==> config.mk <==
export PLATFORM = sky130hd
export DESIGN_NAME = bmem_fetch_buffer
export DESIGN_NICKNAME = d
export VERILOG_FILES = /design/src/rtl/bmem_fetch_buffer.sv
export SDC_FILE = /design/constraint.sdc
export NUM_CORES = 1
export LEC_CHECK = 0
export BUFFER_PORTS_ARGS = -buffer_cell sky130_fd_sc_hd__buf_2
export CORE_AREA = 2 2 174 176
export CTS_BUF_LIST = sky130_fd_sc_hd__clkbuf_8
export DETAILED_ROUTE_END_ITERATION = 10
export DIE_AREA = 0 0 176 178
export GPL_TIMING_DRIVEN = 0
export MAX_ROUTING_LAYER = met4
export PLACE_DENSITY = 0.78
export SYNTH_ARGS = -nofsm -noshare
export SYNTH_HDL_FRONTEND = slang
export SYNTH_SLANG_ARGS = --single-unit
==> constraint.sdc <==
create_clock -name clk -period 8.9 [get_ports clk]
set_input_delay 1.78 -clock clk [delete_from_list [all_inputs] [get_ports clk]]
set_output_delay 1.78 -clock clk [all_outputs]
set_load 0.005 [all_outputs]
==> src/rtl/bmem_fetch_buffer.sv <==
// Instruction prefetch buffer between IF and boot memory: fetches sequential words into an
// address-tagged FIFO, serves IF hits from the head, and retries fetches dropped by the port.
module bmem_fetch_buffer #(
  parameter int unsigned     XLEN      = 32,
  parameter int unsigned     DEPTH     = 4,
  parameter logic [XLEN-1:0] BMEM_BASE = 32'h0000_1000,
  parameter logic [XLEN-1:0] BMEM_SIZE = 32'h0000_1000
) (
  input  logic            clk,
  input  logic            rst_n,
  input  logic            if_req_i,
  input  logic [XLEN-1:0] if_addr_i,
  input  logic            if_kill_i,
  output logic            if_ack_o,
  output logic [XLEN-1:0] if_rdata_o,
  output logic            bmem_req_o,
  output logic [XLEN-1:0] bmem_addr_o,
  input  logic            bmem_ack_i,
  input  logic [XLEN-1:0] bmem_rdata_i
);

  localparam int unsigned     PtrW      = (DEPTH > 1) ? $clog2(DEPTH) : 1;
  localparam int unsigned     CntW      = $clog2(DEPTH + 1);
  localparam logic [XLEN-1:0] InstrNop  = XLEN'(32'h0000_0013);
  localparam logic [XLEN:0]   RegionEnd = {1'b0, BMEM_BASE} + {1'b0, BMEM_SIZE};

  typedef enum logic [1:0] {StIdle, StIssue, StResp} state_e;

  state_e          st_q, st_d;
  logic [XLEN-1:0] fetch_addr_q, fetch_addr_d;
  logic            run_q, run_d;
  logic [PtrW-1:0] wr_ptr_q, wr_ptr_d, rd_ptr_q, rd_ptr_d;
  logic [CntW-1:0] count_q, count_d;
  logic            if_ack_q, if_ack_d;
  logic [XLEN-1:0] if_rdata_q, if_rdata_d;
  logic [XLEN-1:0] fifo_addr_q [DEPTH];
  logic [XLEN-1:0] fifo_data_q [DEPTH];

  logic            eval, hit, pending, redirect, flush, push;
  logic [XLEN:0]   fetch_inc;

  function automatic logic in_region(input logic [XLEN-1:0] a);
    return (a >= BMEM_BASE) && ({1'b0, a} < RegionEnd);
  endfunction

  // A request is not re-evaluated while its ack is showing, so a held request cannot pop twice.
  assign eval      = if_req_i & ~if_ack_q & ~if_kill_i;
  assign hit       = eval && (count_q != '0) && (fifo_addr_q[rd_ptr_q] == if_addr_i);
  assign pending   = eval && (count_q == '0) && (st_q != StIdle) && (fetch_addr_q == if_addr_i);
  assign redirect  = eval && !hit && !pending && in_region(if_addr_i);
  assign flush     = if_kill_i | redirect;
  assign push      = (st_q == StResp) && bmem_ack_i && !flush;
  assign fetch_inc = {1'b0, fetch_addr_q} + (XLEN+1)'(4);

  always_comb begin
    fetch_addr_d = fetch_addr_q;
    run_d        = run_q;
    wr_ptr_d     = wr_ptr_q;
    rd_ptr_d     = rd_ptr_q;
    count_d      = count_q;
    if (flush) begin
      wr_ptr_d = '0;
      rd_ptr_d = '0;
      count_d  = '0;
    end else begin
      if (push) wr_ptr_d = wr_ptr_q + PtrW'(1);
      if (hit)  rd_ptr_d = rd_ptr_q + PtrW'(1);
      count_d = count_q + CntW'(push) - CntW'(hit);
    end
    // Prefetch only runs between a redirect and the next kill or address-space carry.
    if (if_kill_i) begin
      run_d = 1'b0;
    end else if (redirect) begin
      fetch_addr_d = if_addr_i;
      run_d        = 1'b1;
    end else if (push) begin
      fetch_addr_d = fetch_inc[XLEN-1:0];
      if (fetch_inc[XLEN]) run_d = 1'b0;
    end
    if_ack_d   = hit;
    if_rdata_d = hit ? fifo_data_q[rd_ptr_q] : if_rdata_q;
  end

  always_comb begin
    st_d = st_q;
    if (if_kill_i) begin
      st_d = StIdle;
    end else if (redirect) begin
      st_d = StIssue;
    end else begin
      unique case (st_q)
        StIdle: begin
          if ((count_q < CntW'(DEPTH)) && run_q && in_region(fetch_addr_q)) st_d = StIssue;
        end
        StIssue: st_d = StResp;
        StResp: begin
          if (!bmem_ack_i) begin
            st_d = StIssue;
          end else if ((count_d < CntW'(DEPTH)) && run_d && in_region(fetch_addr_d)) begin
            st_d = StIssue;
          end else begin
            st_d = StIdle;
          end
        end
        default: st_d = StIdle;
      endcase
    end
  end

  always_comb begin
    bmem_req_o  = (st_q == StIssue);
    bmem_addr_o = (st_q == StIssue) ? fetch_addr_q : '0;
    if_ack_o    = if_ack_q;
    if_rdata_o  = if_rdata_q;
  end

  always_ff @(posedge clk) begin
    if (!rst_n) begin
      st_q         <= StIdle;
      fetch_addr_q <= '0;
      run_q        <= 1'b0;
      wr_ptr_q     <= '0;
      rd_ptr_q     <= '0;
      count_q      <= '0;
      if_ack_q     <= 1'b0;
      if_rdata_q   <= InstrNop;
    end else begin
      st_q         <= st_d;
      fetch_addr_q <= fetch_addr_d;
      run_q        <= run_d;
      wr_ptr_q     <= wr_ptr_d;
      rd_ptr_q     <= rd_ptr_d;
      count_q      <= count_d;
      if_ack_q     <= if_ack_d;
      if_rdata_q   <= if_rdata_d;
    end
  end

  // Entry contents need no reset: count gates every read.
  always_ff @(posedge clk) begin
    if (rst_n && push) begin
      fifo_addr_q[wr_ptr_q] <= fetch_addr_q;
      fifo_data_q[wr_ptr_q] <= bmem_rdata_i;
    end
  end

endmodule

==> qor.txt <==
Status - completed
Avg Cell Area, Syn - 14.56 um^2
R2r setup slk - 2.83 ns
Synth Area in Compound Gates - 3.462%
Peak VDD IR - 0.0001328 V
Synth Area in XOR/XNOR - 5.514%
Async set-reset flop share out of synthesis - 0%
Fin Setup TNS - 0 ns
Sequential area share after synthesis - 63.84%
Crit path DAT - 6.60 ns
CP max FO - 10
Endpoints failing setup - 0
Psw - 0.6436 mW
H-Tree Depth - 2
Slew Viols, Final - 0
Most frequent cells in the layout - 256 x edfxtp_1, 135 x buf_2, 77 x nor2_1, 77 x dfxtp_1, 57 x clkbuf_8
IO Pins - 135
Largest net degree at the start of global routing - 51
Port Buffer Count - 131
Clock power share - 41.3%
Worst slew margin - 22.44%
Post-Place Setup Slack - 2.518 ns
FF+latch count, synth - 333
Routed WL per cell - 21.77 um
Crit path cell chain - clkbuf_1, buf_2, mux4_2, xnor2_1, nand4_1, or4b_1, clkbuf_1, o21ai_4, buf_4, nand3_1, ha_1, inv_1, ha_1, inv_1, fa_1, xnor2_1, xnor2_1, a21oi_1, o21ai_0, a221o_1, nor4_1, a21o_1
Initial antenna violation count - 2
RSZ-0062 raised after global routing - no
Critical path depth in cells - 22
Post-DP HPWL - 24570 um
First-pass GRT wire length - 52330 um
Site Rows - 63
Synthesized-area fraction occupied by and/or/nand/nor cells - 11.14%
Final nets - 1261
Mean number of vias per cell - 5.679
Main synth FF type - edfxtp_1
Number of synthesis warnings - 0
Largest family of logic cells by synthesized area - multiplexers
P per Cell Area - 176.5 nW/um^2
DIE WIDTH - 176 um
Syn nets - 1071
CP dominant cell by count - xnor2_1
CTS root buffer - clkbuf_8
Total grt overflow - 0
Chip height - 178 um
Clk_lat worst skew - 0.61 ns
Tcrit/Tclk final - 68.24%
Gate power share - 2.5%
Hold Violations, Final - 0
CORE AREA - 29400 um^2
# Max-Cap Violations - 0
Int Pwr - 2.309 mW
CP Data Required Time - 9.42 ns
# Post-CTS Setup Buffers - 0
Reg power frac - 56.2%
CP Capture Type - flop
Iter 0 DRT Violations - 1003
Worst setup path endpoint - st_q[0]
Lkg Pwr - 6.111 nW
Post-route setup slack - 2.826 ns
Crit Path Category - flop to flop
RR Endpoint - st_q[0]
Placer Congestion - 0.9558
Startpoint Class - flop
Cell Area, Placed - 15730 um^2
Fraction of layout cells with a size suffix above 1 - 24.67%
Worst path max stage delay - 0.59 ns
Die area - 31330 um^2
DR vias - 9177
Number of global-route vias before repair - 9123
CP delay by family, top - buffers and inverters
Clk slew on worst S/H paths - 0.07 ns
Main area contributors after synthesis - edfxtp_1 53%, dfxtp_1 11%, mux4_2 8.7%
Top cell type by total area after synthesis - edfxtp_1
Total CTS buffers - 52
Post-synthesis cell area - 14460 um^2
Post-Route WL - 35190 um
Top cell type's share of synthesized area - 53.18%
Multiplexer area fraction after synthesis - 12.55%
Minimum clock period - 6.074 ns
Post-cts hold buffer count - 0
Clock Skew - 0.04629 ns
DRC Markers - 0
Cell count after synthesis - 993
Power, Total - 2.953 mW
Post-Synth Adder-Cell Area - 0.8310%
CTS tree - built
Hold_ws - 0.4945 ns
Clk buf depth - 3
Hold path depth - 2
Initial core utilization - 49.16%
P&R area growth vs syn - 15.76%
CP Buf/Inv Count - 6
Antenna Nets Post-Route - 0
Clock sink count - 333
Sw Ratio - 21.80%
CTS resizes - 0
Final instance area - 16730 um^2
Worst Hold Class - flop to flop
Post-synth EDFFs - 256
Drt pass-1 iters - 6
Synth cell types - 75
Worst r2r path cells - 22
Fmax achieved - 0.1646 GHz
Overall routing resource usage - 23.09%
Commonest non-fill, non-tap cell in the layout - edfxtp_1
Critical-path top delay cell - or4b_1
Worst slew pin tran - 1.153 ns
## Yosys cell counts, types with 3 or more instances
| cell type | number |
|---|---|
| o21ai_0 | 8 |
| buf_2 | 4 |
| ha_1 | 8 |
| buf_4 | 3 |
| or3_1 | 5 |
| nand2_1 | 41 |
| o21ai_1 | 8 |
| dfxtp_1 | 77 |
| and2_1 | 41 |
| a211oi_2 | 3 |
| nor3_1 | 13 |
| and3_1 | 14 |
| clkbuf_1 | 46 |
| or4_1 | 4 |
| a31oi_1 | 6 |
| nand4_1 | 24 |
| nor4_1 | 30 |
| nand3_1 | 18 |
| inv_1 | 17 |
| xnor2_1 | 43 |
| mux4_2 | 56 |
| o211ai_1 | 4 |
| nor2_1 | 77 |
| edfxtp_1 | 256 |
| or2_2 | 4 |
| mux2i_1 | 53 |
| buf_6 | 8 |
| a21oi_1 | 13 |
| xor2_1 | 48 |
| and4_1 | 7 |
| buf_1 | 3 |
## per-layer routing
layer / global-route usage [%] / share of wire (%) / wire length (um)
met3: 4.220 / 7.3 / 2560
met2: 37.91 / 49 / 17170
met1: 28.64 / 40 / 14230
met4: 9.229 / 3.5 / 1228
met5: - / 0 / 0
## per-stage QoR
stage,utilization [%],std cells
floorplan,-,993
global placement,53.05,1514
detailed placement,53.50,1518
CTS,56.88,1613
global route,56.91,1616
finish,56.91,1616
## final cells by class
type / instances / area [um^2]
Fill cell: 2333 / 12670
Sequential cell: 333 / 9229
Multi-Input combinational cell: 578 / 4862
Clock buffer: 57 / 784.5
Timing Repair Buffer: 136 / 770.7
Tap cell: 390 / 488.0
Buffer: 64 / 316.6
Clock inverter: 38 / 210.2
Inverter: 18 / 67.56
Antenna cell: 2 / 5.005
## logic make-up after synthesis
| group | after synthesis |
|---|---|
| multiplexers | 111 |
| flip-flops | 333 |
| buffers and inverters | 82 |
| AO/OA/AOI/OAI | 69 |
| AND/OR/NAND/NOR | 298 |
| XOR/XNOR | 91 |
| adder cells (fa/ha/maj) | 9 |
## flip-flops by register name, summed over array words and instances (netlist names), named ones only
| name | count |
|---|---|
| rd_ptr_q | 2 |
| wr_ptr_q | 2 |
| if_ack_o | 1 |
| fetch_addr_q | 32 |
| count_q | 3 |
| fifo_data_q | 128 |
| fifo_addr_q | 128 |
| run_q | 1 |
| st_q | 2 |
| if_rdata_o | 32 |
## how the worst min path moves through the flow
stage / startpoint / to / slack [ns]
4_1_cts: if_rdata_o[12] / if_rdata_o[12] / 0.50
2_1_floorplan: fetch_addr_q[10] / fifo_addr_q[0][10] / 0.46
5_1_grt: if_rdata_o[9] / if_rdata_o[9] / 0.51
6_report: if_rdata_o[12] / if_rdata_o[12] / 0.49
3_5_place_dp: if_rdata_o[12] / if_rdata_o[12] / 0.48
3_3_place_gp: if_rdata_o[16] / if_rdata_o[16] / 0.47
## tightest hold or removal path, stage by stage (launching register included)
cell,delay [ns]
dfxtp_1,0.32
mux2i_1,0.07
nor2_1,0.07
## power groups by stage
stage	combinational, mW	sequential (mW)	clock [mW]
detailed placement	0.0716	1.69	0
CTS	0.0719	1.66	1.24
global route	0.0776	1.66	1.31
finish	0.0733	1.66	1.22
global placement	0.0703	1.69	0
floorplan	0.0276	1.69	0
No activity file was read; power rests on OpenSTA's default activity.
